## src/rtl/instr_fetch_decode.sv

```systemverilog
// Instruction fetch and decode front end: fetches one 32-bit word per
// fetch_start, latches it with its address and decodes fields/immediate.
//
// Ports:
//   CLK, RST                 clock, asynchronous active-high reset
//   fetch_start, pc_load     fetch request / PC load (pc_in, word aligned)
//   mem_req, mem_addr        instruction memory request, address = PC
//   mem_ack, mem_rdata       memory data valid, instruction word
//   instr, pc_out            latched instruction and its address
//   op_code .. rd, imm       combinational decode of instr
//   instr_valid, busy        new-instruction pulse, fetch in progress
//   fetch_err                sticky fetch timeout flag
//
// Build option: define FETCH_TIMEOUT_EN to add the fetch watchdog and the
// ERR state. Without it a fetch waits for mem_ack forever and fetch_err
// is tied low.

module instr_fetch_decode #(
    parameter logic [63:0] RESET_PC       = 64'h0,
    parameter int unsigned TIMEOUT_CYCLES = 16
) (
    input  logic        CLK,
    input  logic        RST,
    input  logic        fetch_start,
    input  logic        pc_load,
    input  logic [63:0] pc_in,
    output logic        mem_req,
    output logic [63:0] mem_addr,
    input  logic        mem_ack,
    input  logic [31:0] mem_rdata,
    output logic [31:0] instr,
    output logic [6:0]  op_code,
    output logic [2:0]  funct3,
    output logic [6:0]  funct7,
    output logic [4:0]  rs1,
    output logic [4:0]  rs2,
    output logic [4:0]  rd,
    output logic [63:0] imm,
    output logic [63:0] pc_out,
    output logic        instr_valid,
    output logic        busy,
    output logic        fetch_err
);

`ifdef FETCH_TIMEOUT_EN
    typedef enum logic [1:0] {
        IDLE = 2'd0,
        REQ  = 2'd1,
        DONE = 2'd2,
        ERR  = 2'd3
    } state_t;
`else
    typedef enum logic [1:0] {
        IDLE = 2'd0,
        REQ  = 2'd1,
        DONE = 2'd2
    } state_t;
`endif

    state_t      state;
    state_t      state_nxt;
    logic [63:0] pc;

    // Control strobes produced by the FSM for the datapath registers.
    logic        pc_ld;
    logic        ack_take;
    logic        err_set;
    logic        err_clr;

`ifdef FETCH_TIMEOUT_EN
    localparam int WD_W = (TIMEOUT_CYCLES > 1) ? $clog2(TIMEOUT_CYCLES) : 1;
    localparam logic [WD_W-1:0] WD_LAST = WD_W'(TIMEOUT_CYCLES - 1);

    logic [WD_W-1:0] wd;
    logic            wd_expire;

    // The count already holds the number of ack-less REQ cycles before
    // this one, so this cycle is the last allowed one.
    assign wd_expire = (wd == WD_LAST);
`endif

    // ------------------------------------------------------------------
    // FSM: state register
    // ------------------------------------------------------------------
    always_ff @(posedge CLK or posedge RST) begin
        if (RST) begin
            state <= IDLE;
        end else begin
            state <= state_nxt;
        end
    end

    // ------------------------------------------------------------------
    // FSM: next state and outputs
    // ------------------------------------------------------------------
    always_comb begin
        state_nxt   = state;
        mem_req     = 1'b0;
        busy        = 1'b0;
        instr_valid = 1'b0;
        pc_ld       = 1'b0;
        ack_take    = 1'b0;
        err_set     = 1'b0;
        err_clr     = 1'b0;

        unique case (state)
            IDLE: begin
                pc_ld = pc_load;
                if (fetch_start) begin
                    state_nxt = REQ;
                end
            end
            REQ: begin
                mem_req = 1'b1;
                busy    = 1'b1;
                if (mem_ack) begin
                    // An ack in the watchdog's last cycle still completes.
                    ack_take  = 1'b1;
                    state_nxt = DONE;
                end
`ifdef FETCH_TIMEOUT_EN
                else if (wd_expire) begin
                    err_set   = 1'b1;
                    state_nxt = ERR;
                end
`endif
            end
            DONE: begin
                busy        = 1'b1;
                instr_valid = 1'b1;
                state_nxt   = IDLE;
            end
`ifdef FETCH_TIMEOUT_EN
            ERR: begin
                pc_ld = pc_load;
                if (fetch_start) begin
                    err_clr   = 1'b1;
                    state_nxt = REQ;
                end
            end
`endif
            default: begin
                state_nxt = IDLE;
            end
        endcase
    end

    // ------------------------------------------------------------------
    // Program counter and instruction latch
    // ------------------------------------------------------------------
    always_ff @(posedge CLK or posedge RST) begin
        if (RST) begin
            pc     <= RESET_PC;
            instr  <= 32'h0;
            pc_out <= 64'h0;
        end else begin
            if (pc_ld) begin
                // Loaded targets are forced word aligned.
                pc <= pc_in & ~64'h3;
            end else if (ack_take) begin
                pc <= pc + 64'd4;
            end
            if (ack_take) begin
                instr  <= mem_rdata;
                pc_out <= pc;
            end
        end
    end

    assign mem_addr = pc;

    // ------------------------------------------------------------------
    // Fetch watchdog
    // ------------------------------------------------------------------
`ifdef FETCH_TIMEOUT_EN
    always_ff @(posedge CLK or posedge RST) begin
        if (RST) begin
            wd        <= '0;
            fetch_err <= 1'b0;
        end else begin
            // Held at zero outside REQ, so every REQ entry starts fresh.
            if (state != REQ) begin
                wd <= '0;
            end else if (!mem_ack) begin
                wd <= wd + WD_W'(1);
            end
            if (err_set) begin
                fetch_err <= 1'b1;
            end else if (err_clr) begin
                fetch_err <= 1'b0;
            end
        end
    end
`else
    assign fetch_err = 1'b0;
`endif

    // ------------------------------------------------------------------
    // Decode
    // ------------------------------------------------------------------
    assign op_code = instr[6:0];
    assign funct3  = instr[14:12];
    assign funct7  = instr[31:25];
    assign rs1     = instr[19:15];
    assign rs2     = instr[24:20];
    assign rd      = instr[11:7];

    logic [63:0] imm_i;
    logic [63:0] imm_s;
    logic [63:0] imm_b;
    logic [63:0] imm_u;
    logic [63:0] imm_j;

    assign imm_i = {{52{instr[31]}}, instr[31:20]};
    assign imm_s = {{52{instr[31]}}, instr[31:25], instr[11:7]};
    assign imm_b = {{52{instr[31]}}, instr[7], instr[30:25],
                    instr[11:8], 1'b0};
    assign imm_u = {{32{instr[31]}}, instr[31:12], 12'h0};
    assign imm_j = {{44{instr[31]}}, instr[19:12], instr[20],
                    instr[30:21], 1'b0};

    always_comb begin
        imm = 64'h0;
        unique case (op_code)
            7'b0010011,
            7'b0000011,
            7'b1110011: imm = imm_i;
            7'b0100011: imm = imm_s;
            7'b1100011: imm = imm_b;
            // This opcode uses the branch layout only when funct3 is 001.
            7'b1100111: imm = (funct3 == 3'b001) ? imm_b : imm_i;
            7'b0110111: imm = imm_u;
            7'b1101111: imm = imm_j;
            default:    imm = 64'h0;
        endcase
    end

endmodule

```

## config.mk

```make
export PLATFORM = sky130hd
export DESIGN_NAME = instr_fetch_decode
export DESIGN_NICKNAME = d
export VERILOG_FILES = /design/src/rtl/instr_fetch_decode.sv
export SDC_FILE = /design/constraint.sdc
export NUM_CORES = 1
export LEC_CHECK = 0
export BUFFER_PORTS_ARGS = -buffer_cell sky130_fd_sc_hd__buf_2
export CORE_AREA = 2 2 139 141
export CTS_CLUSTER_SIZE = 10
export DETAILED_ROUTE_END_ITERATION = 7
export DIE_AREA = 0 0 141 143
export GPL_ROUTABILITY_DRIVEN = 0
export PLACE_DENSITY = 0.76
export SETUP_SLACK_MARGIN = 0.5
export SYNTH_ARGS = -nofsm -noshare
export SYNTH_HDL_FRONTEND = slang
export SYNTH_SLANG_ARGS = --single-unit
```

## constraint.sdc

```tcl
create_clock -name CLK -period 6.26 [get_ports CLK]
set_clock_uncertainty 0.15 [all_clocks]
set_input_delay 0.313 -clock CLK [delete_from_list [all_inputs] [get_ports CLK]]
set_output_delay 0.313 -clock CLK [all_outputs]
set_load 0.005 [all_outputs]
```

**After elaboration in Yosys (flattened, before gate mapping)**

Index checks and enable logic that the tools add are counted.

- Input bits: 101
- Flip-flop bits (word level): 162
- Output and inout port bits: 260

- Reduce and logical (&&, ||, !) cells: 5
- $add $sub $neg: 1
- Eq/ne operators: 13
- Mux-type cells: 13

Operators by type and width:

| kind | number |
|---|---|
| $pmux W64 S6 | 1 |
| $mux W64 | 2 |
| $add A64 B3 Y64 const B | 1 |
| $eq A7 B7 Y1 const B | 4 |
| $eq A7 B6 Y1 const B | 2 |
| $mux W12 | 1 |
| $eq A7 B2 Y1 const B | 1 |
| $eq A7 B5 Y1 const B | 1 |
| $mux W1 | 6 |
| $mux W2 | 2 |
| $ne A2 B2 Y1 const B | 2 |
| $pmux W2 S2 | 1 |
| $eq A3 B1 Y1 const B | 1 |
| $reduce_or A3 Y1 | 1 |
| $eq A2 B1 Y1 const B | 1 |
| $eq A2 B2 Y1 const B | 1 |
| $logic_not A2 Y1 | 1 |
| $reduce_and A2 Y1 | 1 |
| $reduce_bool A2 Y1 | 1 |
| $reduce_or A2 Y1 | 1 |

**Logic depth before layout (Yosys ltp)**

Gate-level depths: netlist of run 1.

- Word-level depth: 4
- Mapped depth: 9
- Gate-level depth less buffers: 7

**Worst setup path after synthesis of run 1**

OpenSTA, ideal clock, no wires.

- Path type: reg-to-reg
- Start point: reg state[1]
- End point: reg pc[59] (netlist: mem_addr[59])
- Setup slack: 3.413 ns
- Period minus slack after synthesis: 2.847 ns
- Stages on the path, launching flop included: 10
- Data arrival time: 2.615 ns
- Cell sequence: dfrtp_1 inv_1 ha_1 nand4_1 or4_1 buf_2 or3_1 buf_2 or4b_1 a31oi_1

- Longest elaborated chain between the ends: 3
- Elaborated cells on any way between the ends: 6
- Those cells by class: eq/ne: 1; mux: 3; reduce/logical: 2

RTL lines:

| what | RTL line | text |
|---|---|---|
| from (decl) | 60 | `state_t state;` |
| from (signal assigned) | 89 | `state <= state_nxt;` |
| $eq A2 B1 Y1 or $logic_not A2 Y1 (tied branches) | 106 | `unique case (state)` |
| $mux W1 | 106 |  |
| $reduce_bool A2 Y1 (no source line) or $mux W64 (tied branches) | -- |  |
| to (signal assigned) | 159 | `pc <= pc_in & ~64'h3;` |
| to (signal assigned) | 161 | `pc <= pc + 64'd4;` |
| to (decl) | 62 | `logic [63:0] pc;` |

Parallel ways exist; a longest one is shown, timed or not.
A chain may end at the register's enable or synchronous reset.

**Final worst setup path of run 1**

- Start point: reg state[1]
- End point: reg pc[57] (netlist: mem_addr[57])

Same word-level chain as after synthesis.

==> flow_metrics.py, run 1 <==
metrics = {
    "finish": {
        "drive_above_1_share": 0.419,
        "seqCellArea_sq_um": 3950,
        "utilization": 0.604,
        "layout_common_cells": "buf_2, dfrtp_1, mux2_2",
        "syn2layout_area_growth_pct": 35.4,
        "multiInputGateArea_sq_um": 3680,
        "final_common_cell": "buf_2",
        "num-fill-cells": 1540,
        "fin_nets": 1281,
    },
    "yosys": {
        "syn_avg_cell_area_sq_um": 10.2,
        "synth_top_cell_by_area": "dfrtp_1",
        "synth-seq-cells": 158,
        "yosys-top-cells-area": "dfrtp_1, mux2_2, buf_4",
        "ys_seq_area_frac": 0.477,
        "synthArstFlopShare": 1.00,
        "synth_top_area_frac": 0.477,
        "synth_edf_count": 0,
        "synth_cells": 810,
        "synth_ff_type": "dfrtp_1",
        "synth_cell_types": 51,
        "synth_warnings": 0,
        "netlist_area_sq_um": 8300,
    },
    "cts": {
        "cts_tree": "done",
        "cts_root_buf": "clkbuf_16",
        "cts_num_sinks": 158,
        "post-cts-setup-buffers": 0,
        "cts_made_buffers": 17,
        "path_clk_slew_ns": 0.06,
        "worstSkewPairLatency_ns": 0.42,
        "cts_buffer_depth": 2,
        "h-tree-depth": 4,
    },
    "sta": {
        "relSlewSlack": 0.272,
        "fin_hold_ws_ns": 0.0256,
        "tns_ns": 0,
        "rsz0062_at_grt": "false",
        "hold_viol_final": 0,
        "setup_violations": 0,
        "tightestPinTransition_ns": 1.09,
        "fmax_mhz": 276,
        "fin_crit_ns": 3.62,
        "fin_crit_sh": 0.579,
        "drv_slew": 0,
    },
    "setup_path": {
        "crit_path_end_kind": "flop",
        "r2r_start": "state[1]",
        "worstPathArrival_ns": 3.80,
        "r2r-end": "mem_addr[57]",
        "cp_slowest_stage_delay_ns": 0.83,
        "crit_start": "state[1]",
        "path_cells": "inv_1, ha_1, nand4_1, nor4_2, nand4_1, or4b_2, a31oi_1",
        "crit_type": "flop to flop",
        "start_kind": "flop",
        "worstPathMaxFanout": 13,
        "path_common_cell": "nand4_1",
        "worstRegToRegCells": 7,
        "crit_slowest_cell": "or4b_2",
        "worst_ep_required_time_ns": 6.44,
        "r2r_slack_ns": 2.64,
    },
    "routing": {
        "dr.pass1.iters": 5,
        "via_count": 7721,
        "ant_nets": 0,
        "drtIter0Drc": 364,
        "drc_errors": 0,
        "via_per_inst": 5.42,
        "routed_wl_um": 26400,
        "wire_per_inst_um": 18.5,
    },
    "min_path": {
        "holdCritStartpoint": "pc_in[62]",
        "min_to": "mem_addr[62]",
        "worstHoldPathCells": 3,
        "hold_class": "primary input to flop",
    },
    "die": {
        "die_area_sq_um": 20200,
        "core_region_area_sq_um": 18600,
        "die_h_um": 143,
        "start_util": 0.447,
        "rows": 50,
        "die_w_um": 141,
        "pin_count": 361,
    },
    "power_and_ir_drop": {
        "p_per_area_nw_per_um2": 468,
        "finalPower_mw": 5.25,
        "peakVddDrop_mv": 0.251,
        "leakagePower_nw": 5.39,
    },
    "run": {
        "maxCapViolCount": 0,
    },
    "global_route": {
        "overflow": 0,
        "grt_pass1_wl_um": 40600,
        "grt_pass1_vias": 7489,
        "grt_max_degree": 88,
        "grt_antenna_before_repair": 3,
        "grt_usage": 0.259,
    },
    "status": {
        "outcome": "completed",
    },
    "place": {
        "portBuffers": 353,
        "hpwlAfterDp_um": 18400,
    },
}
==> sequential cells by signal, indices dropped and copies added, names as in the netlist <==
signal	count
instr	32
mem_addr	62
pc_out	62
state	2
==> power breakdown <==
part	total [mW]	switching [mW]	internal, mW	leakage, nW
Sequential	2.20	0.686	1.52	1.86
Clock	1.01	0.438	0.573	0.282
Combinational	2.04	0.963	1.07	3.25
Total	5.25	2.09	3.16	5.39
==> synth_stat cells, drive strengths merged, types with 2 or more instances <==
| cell type | instances |
|---|---|
| a21boi | 3 |
| a21o | 19 |
| a21oi | 12 |
| a22o | 5 |
| a31oi | 22 |
| and2 | 10 |
| and3 | 7 |
| and4 | 6 |
| buf | 72 |
| clkbuf | 33 |
| dfrtp | 158 |
| ha | 5 |
| inv | 12 |
| mux2 | 90 |
| nand2 | 71 |
| nand2b | 3 |
| nand3 | 37 |
| nand4 | 29 |
| nand4b | 2 |
| nor2 | 48 |
| nor2b | 3 |
| nor3 | 3 |
| nor3b | 2 |
| nor4 | 14 |
| o21a | 2 |
| o21ai | 54 |
| o31ai | 8 |
| o41ai | 2 |
| or2 | 3 |
| or3 | 15 |
| or4 | 12 |
| or4b | 3 |
| xnor2 | 15 |
| xor2 | 20 |
==> per-layer routing <==
layer  share of wire  track usage  routed length [um]  vias up
li1                -            -                   -     3563
met1            0.37        0.293                9880     3721
met2            0.53        0.472               13900      364
met3           0.067       0.0580                1770       73
met4           0.033        0.105                 867        0
met5               0            0                   0        -
==> cell type report <==
type                       count  share of cell area
clock inverter                11             0.00947
inverter                      12             0.00446
timing repair buffer         447               0.239
multi-input combinational    539               0.327
clock buffer                  20              0.0407
sequential                   158               0.352
tap                          234              0.0261
antenna                        4            0.000891
==> logic make-up (layout without fill, tap and decap cells) <==
family                   Yosys count  count (layout)  share of synthesized area
other                              1               9                   0.000452
XOR/XNOR                          35              35                     0.0369
flip-flops                       158             158                      0.477
buffers and inverters            117             490                     0.0845
AO/OA/AOI/OAI                    132             132                     0.0980
AND/OR/NAND/NOR                  271             271                      0.173
adder cells (fa/ha/maj)            5               5                    0.00754
multiplexers                      91              91                      0.123
==> critical path, delay by kind of cell (launching register included) <==
| kind | cells | cell delay (ns) |
|---|---|---|
| DFF | 1 | 0.38 |
| buffers and inverters | 1 | 0.12 |
| and+or+nand+nor | 4 | 2.39 |
| AOI/OAI and AO/OA | 1 | 0.17 |
| adders and majority gates | 1 | 0.32 |
==> timing repair <==
item                                    in CTS  in global routing
endpoints found under the setup margin       0                  0
endpoints found under the hold margin      170                  0
hold buffers                                85                  0
resized for setup                            0                  0
==> metrics by stage <==
stage / instances / area (sq um) / setup WS, ns
floorplan: 814 / 8310 / 1.53
global placement: 1305 / 9810 / 2.82
detailed placement: 1305 / 9810 / 2.73
CTS: 1421 / 11200 / 2.68
global route: 1424 / 11200 / 2.41
finish: 1425 / 11200 / 2.64
==> worst max path at each step <==
| stage | slack (ns) | depth (start not counted) | end |
|---|---|---|---|
| CTS | 2.68 | 6 | imm[36] |
| floorplan | 1.53 | 1 | instr[0] |
| detailed placement | 2.73 | 7 | mem_addr[57] |
| global route | 2.41 | 7 | mem_addr[57] |
| finish | 2.64 | 7 | mem_addr[57] |
| global placement | 2.82 | 7 | mem_addr[57] |
No activity file was read; power rests on OpenSTA's default activity.
==> run 2, diff against run 1 <==
Clock period 6.26 ns to 3.63 ns, I/O delays scaled along.
==> flow_metrics.py, run 2 (same netlist as run 1, synthesis figures left out) <==
metrics = {
    "cts": {
        "cts_tree": "done",
        "h-tree-depth": 4,
        "path_clk_slew_ns": 0.06,
        "cts_buffer_depth": 2,
        "cts_num_sinks": 158,
        "cts_made_buffers": 17,
        "worstSkewPairLatency_ns": 0.43,
        "cts_root_buf": "clkbuf_16",
    },
    "setup_path": {
        "worstRegToRegCells": 7,
        "r2r-end": "mem_addr[59]",
        "worstPathArrival_ns": 3.14,
        "start_kind": "flop",
        "crit_type": "flop to flop",
        "r2r_slack_ns": 0.68,
        "r2r_start": "state[1]",
        "worst_ep_required_time_ns": 3.82,
        "worstPathMaxFanout": 8,
        "crit_path_end_kind": "flop",
        "crit_start": "state[1]",
    },
    "power_and_ir_drop": {
        "p_per_area_nw_per_um2": 801,
        "peakVddDrop_mv": 0.385,
        "finalPower_mw": 9.21,
        "leakagePower_nw": 5.50,
    },
    "routing": {
        "wire_per_inst_um": 19.0,
        "ant_nets": 0,
        "dr.pass1.iters": 4,
        "routed_wl_um": 27500,
        "via_per_inst": 5.44,
        "via_count": 7868,
        "drc_errors": 0,
        "drtIter0Drc": 318,
    },
    "sta": {
        "hold_viol_final": 0,
        "fin_crit_ns": 2.95,
        "fin_hold_ws_ns": 0.0535,
        "drv_slew": 0,
        "fin_ws_ns": 0.681,
        "relSlewSlack": 0.324,
        "fmax_mhz": 339,
        "fin_crit_sh": 0.813,
        "tns_ns": 0,
        "rsz0062_at_grt": "false",
        "tightestPinTransition_ns": 1.01,
        "setup_violations": 0,
    },
    "finish": {
        "drive_above_1_share": 0.425,
        "layout_common_cells": "buf_2, dfrtp_1, dlygate4sd3_1",
        "finish.instance_area_sq_um": 11500,
        "syn2layout_area_growth_pct": 38.7,
        "final_common_cell": "buf_2",
        "stdcell_count": 1446,
        "fin_nets": 1302,
        "utilization": 0.619,
        "num-fill-cells": 1456,
    },
    "global_route": {
        "grt_pass1_wl_um": 41600,
        "grt_antenna_before_repair": 4,
        "grt_usage": 0.265,
        "grt_max_degree": 71,
        "grt_pass1_vias": 7679,
        "overflow": 0,
    },
    "die": {
        "die_w_um": 141,
        "pin_count": 361,
        "die_h_um": 143,
        "core_region_area_sq_um": 18600,
        "start_util": 0.447,
        "rows": 50,
        "die_area_sq_um": 20200,
    },
    "status": {
        "outcome": "completed",
    },
    "place": {
        "place_area_sq_um": 9890,
        "dp.cells": 1312,
        "hpwlAfterDp_um": 18800,
        "place_ws_ns": 0.393,
        "portBuffers": 353,
    },
    "min_path": {
        "worstHoldPathCells": 5,
        "min_to": "state[0]",
        "hold_class": "primary input to flop",
        "holdCritStartpoint": "mem_ack",
    },
    "run": {
        "maxCapViolCount": 0,
    },
}
-- run 2: cell count changes in the layout (fill, tap and decap cells not counted), moves of 3 or more --
cell,delta
dlygate4sd3_1,+11
buf_4,+7
buf_12,+3
clkinvlp_4,+3
inv_6,-3
-- run 2: per-layer routing --
layer,part of all wire,global-route usage,wire length (um)
met5,0,0,0
met4,0.040,0.115,1100
met3,0.065,0.0610,1790
met2,0.52,0.486,14300
met1,0.37,0.295,10300
-- run 2: worst max-delay path by stage --
stage,endpoint
6_report,mem_addr[59]
5_1_grt,imm[48]
4_1_cts,mem_addr[57]
3_5_place_dp,mem_addr[54]
3_3_place_gp,mem_addr[57]
2_1_floorplan,mem_addr[59]
-- run 2: where the power goes --
part	leakage [nW]	switching, mW	internal (mW)
clock network	0.280	0.770	1.03
logic	3.37	1.70	1.89
registers	1.86	1.21	2.62
-- run 2: critical path: stages, from the launching register on --
cell     delay (ns)
dfrtp_1        0.38
inv_1          0.15
ha_4           0.21
nand4_1        0.25
or4_4          0.64
or3_4          0.40
or4b_1         0.51
a31oi_1        0.17
-- run 2: final cells by class --
class	count	area, sq um	share of cell area
clock inverter	12	134	0.0116
inverter	12	48.8	0.00424
timing repair buffer	468	2910	0.253
multi-input combinational	539	3720	0.323
clock buffer	19	443	0.0385
antenna	4	10.0	0.000870
sequential	158	3950	0.344
tap	234	293	0.0254
-- run 2: what timing repair did --
item | CTS | global route
buffers inserted | 3 | 0
setup endpoints to repair | 37 | 26
hold buffers | 96 | 0
pin swaps | 1 | 1
resized for setup | 1 | 7
endpoints found under the hold margin | 135 | 0
==> run 3, diff against run 2 <==
Clock period 3.63 ns to 2.82 ns, I/O delays scaled along.
==> flow_metrics.py, run 3 (same netlist as run 1, synthesis figures left out) <==
metrics = {
    "die": {
        "rows": 50,
        "pin_count": 361,
        "die_h_um": 143,
        "start_util": 0.447,
        "die_w_um": 141,
        "die_area_sq_um": 20200,
        "core_region_area_sq_um": 18600,
    },
    "cts": {
        "cts_root_buf": "clkbuf_16",
        "cts_made_buffers": 17,
        "path_clk_slew_ns": 0.06,
        "cts_tree": "done",
        "cts_num_sinks": 158,
        "worstSkewPairLatency_ns": 0.43,
        "h-tree-depth": 4,
        "cts_buffer_depth": 2,
    },
    "global_route": {
        "grt_antenna_before_repair": 2,
        "grt_max_degree": 56,
        "grt_usage": 0.300,
        "overflow": 0,
        "grt_pass1_wl_um": 46400,
        "grt_pass1_vias": 8332,
    },
    "sta": {
        "tns_ns": 0,
        "fmax_mhz": 394,
        "drv_slew": 0,
        "rsz0062_at_grt": "true",
        "fin_crit_sh": 0.899,
        "tightestPinTransition_ns": 0.726,
        "fin_crit_ns": 2.54,
        "hold_viol_final": 0,
        "setup_violations": 0,
        "relSlewSlack": 0.515,
    },
    "status": {
        "outcome": "completed",
    },
    "place": {
        "portBuffers": 353,
        "hpwlAfterDp_um": 20200,
        "place_area_sq_um": 10100,
    },
    "setup_path": {
        "critPathBufInv": 1,
        "worstRegToRegCells": 7,
        "cp_slowest_stage_delay_ns": 0.50,
        "worst_ep_required_time_ns": 3.00,
        "crit_slowest_cell": "or4b_1",
        "worstPathArrival_ns": 2.72,
        "start_kind": "flop",
        "cp.depth": 7,
        "crit_type": "flop to flop",
        "path_delay_family": "simple AND/OR/NAND/NOR gates",
        "path_cells": "inv_2, ha_4, nand4_1, or4_4, or3_4, or4b_1, a31oi_1",
        "worstPathMaxFanout": 5,
        "crit_path_end_kind": "flop",
    },
    "finish": {
        "layout_common_cells": "buf_2, dfrtp_1, dlygate4sd3_1",
        "fin_nets": 1380,
        "drive_above_1_share": 0.499,
        "finish.instance_area_sq_um": 12900,
        "final_common_cell": "buf_2",
        "syn2layout_area_growth_pct": 55.0,
        "num-fill-cells": 1367,
    },
    "routing": {
        "routed_wl_um": 32800,
        "ant_nets": 0,
        "wire_per_inst_um": 21.6,
        "drtIter0Drc": 459,
        "via_count": 8486,
        "via_per_inst": 5.58,
        "drc_errors": 0,
        "dr.pass1.iters": 5,
    },
    "power_and_ir_drop": {
        "p_per_area_nw_per_um2": 1020,
        "peakVddDrop_mv": 0.513,
        "leakagePower_nw": 6.14,
    },
    "run": {
        "maxCapViolCount": 0,
    },
    "min_path": {
        "worstHoldPathCells": 4,
        "hold_class": "primary input to flop",
    },
}
run 3: final cells by class:
class                   instances  area [sq um]  area share
multi-input cells             543          4130       0.321
clock buffers                  23           478      0.0372
clock inverters                 8           106     0.00827
diodes                          2          5.00    0.000389
flip-flops and latches        158          3970       0.309
well taps                     234           293      0.0228
inverters                      12          51.3     0.00399
repair buffers                542          3830       0.298
run 3: worst register-to-register path, stage by stage, from the launching register on:
cell     delay (ns)
dfrtp_1        0.39
inv_2          0.09
ha_4           0.14
nand4_1        0.15
or4_4          0.49
or3_4          0.39
or4b_1         0.51
a31oi_1        0.15
run 3: metal layers:
metal	wire length, um	share of wire	track usage
met1	11300	0.34	0.320
met2	17400	0.53	0.550
met3	2260	0.069	0.0627
met4	1910	0.058	0.174
met5	0	0	0
run 3: final timing paths:
kind / from / endpoint / slack, ns
min: mem_ack / state[1] / 0.04
min in group asynchronous: RST / instr[2] / 0.24
max reg2reg: state[1] / mem_addr[59] / 0.28
max: state[1] / mem_addr[59] / 0.28
max in group asynchronous: RST / mem_addr[4] / 1.56
min reg2reg: pc_out[20] / pc_out[20] / 0.33
run 3: metrics by stage:
stage                util  std cells  worst slack, ns  total power [mW]  hold slack, ns
CTS                 0.658       1501            0.325              12.4        0.000933
finish              0.692       1522            0.284              13.1          0.0428
global placement    0.544       1334            0.168              9.39           0.132
global route        0.692       1522            0.212              13.8          0.0907
detailed placement  0.544       1334            0.120              9.58           0.134
floorplan               -        814            0.202              7.30           0.107
run 3: where the power goes:
group	internal [mW]	switching, mW
combinational	2.99	2.80
clock	1.38	0.960
sequential	3.38	1.54
total	7.75	5.30
run 3: timing repair:
item,CTS,global route
cloned,4,1
pin swaps,37,39
buffers inserted,36,18
resized for setup,58,107
endpoints found under the setup margin,91,134
endpoints found under the hold margin,119,0
hold buffers,96,0
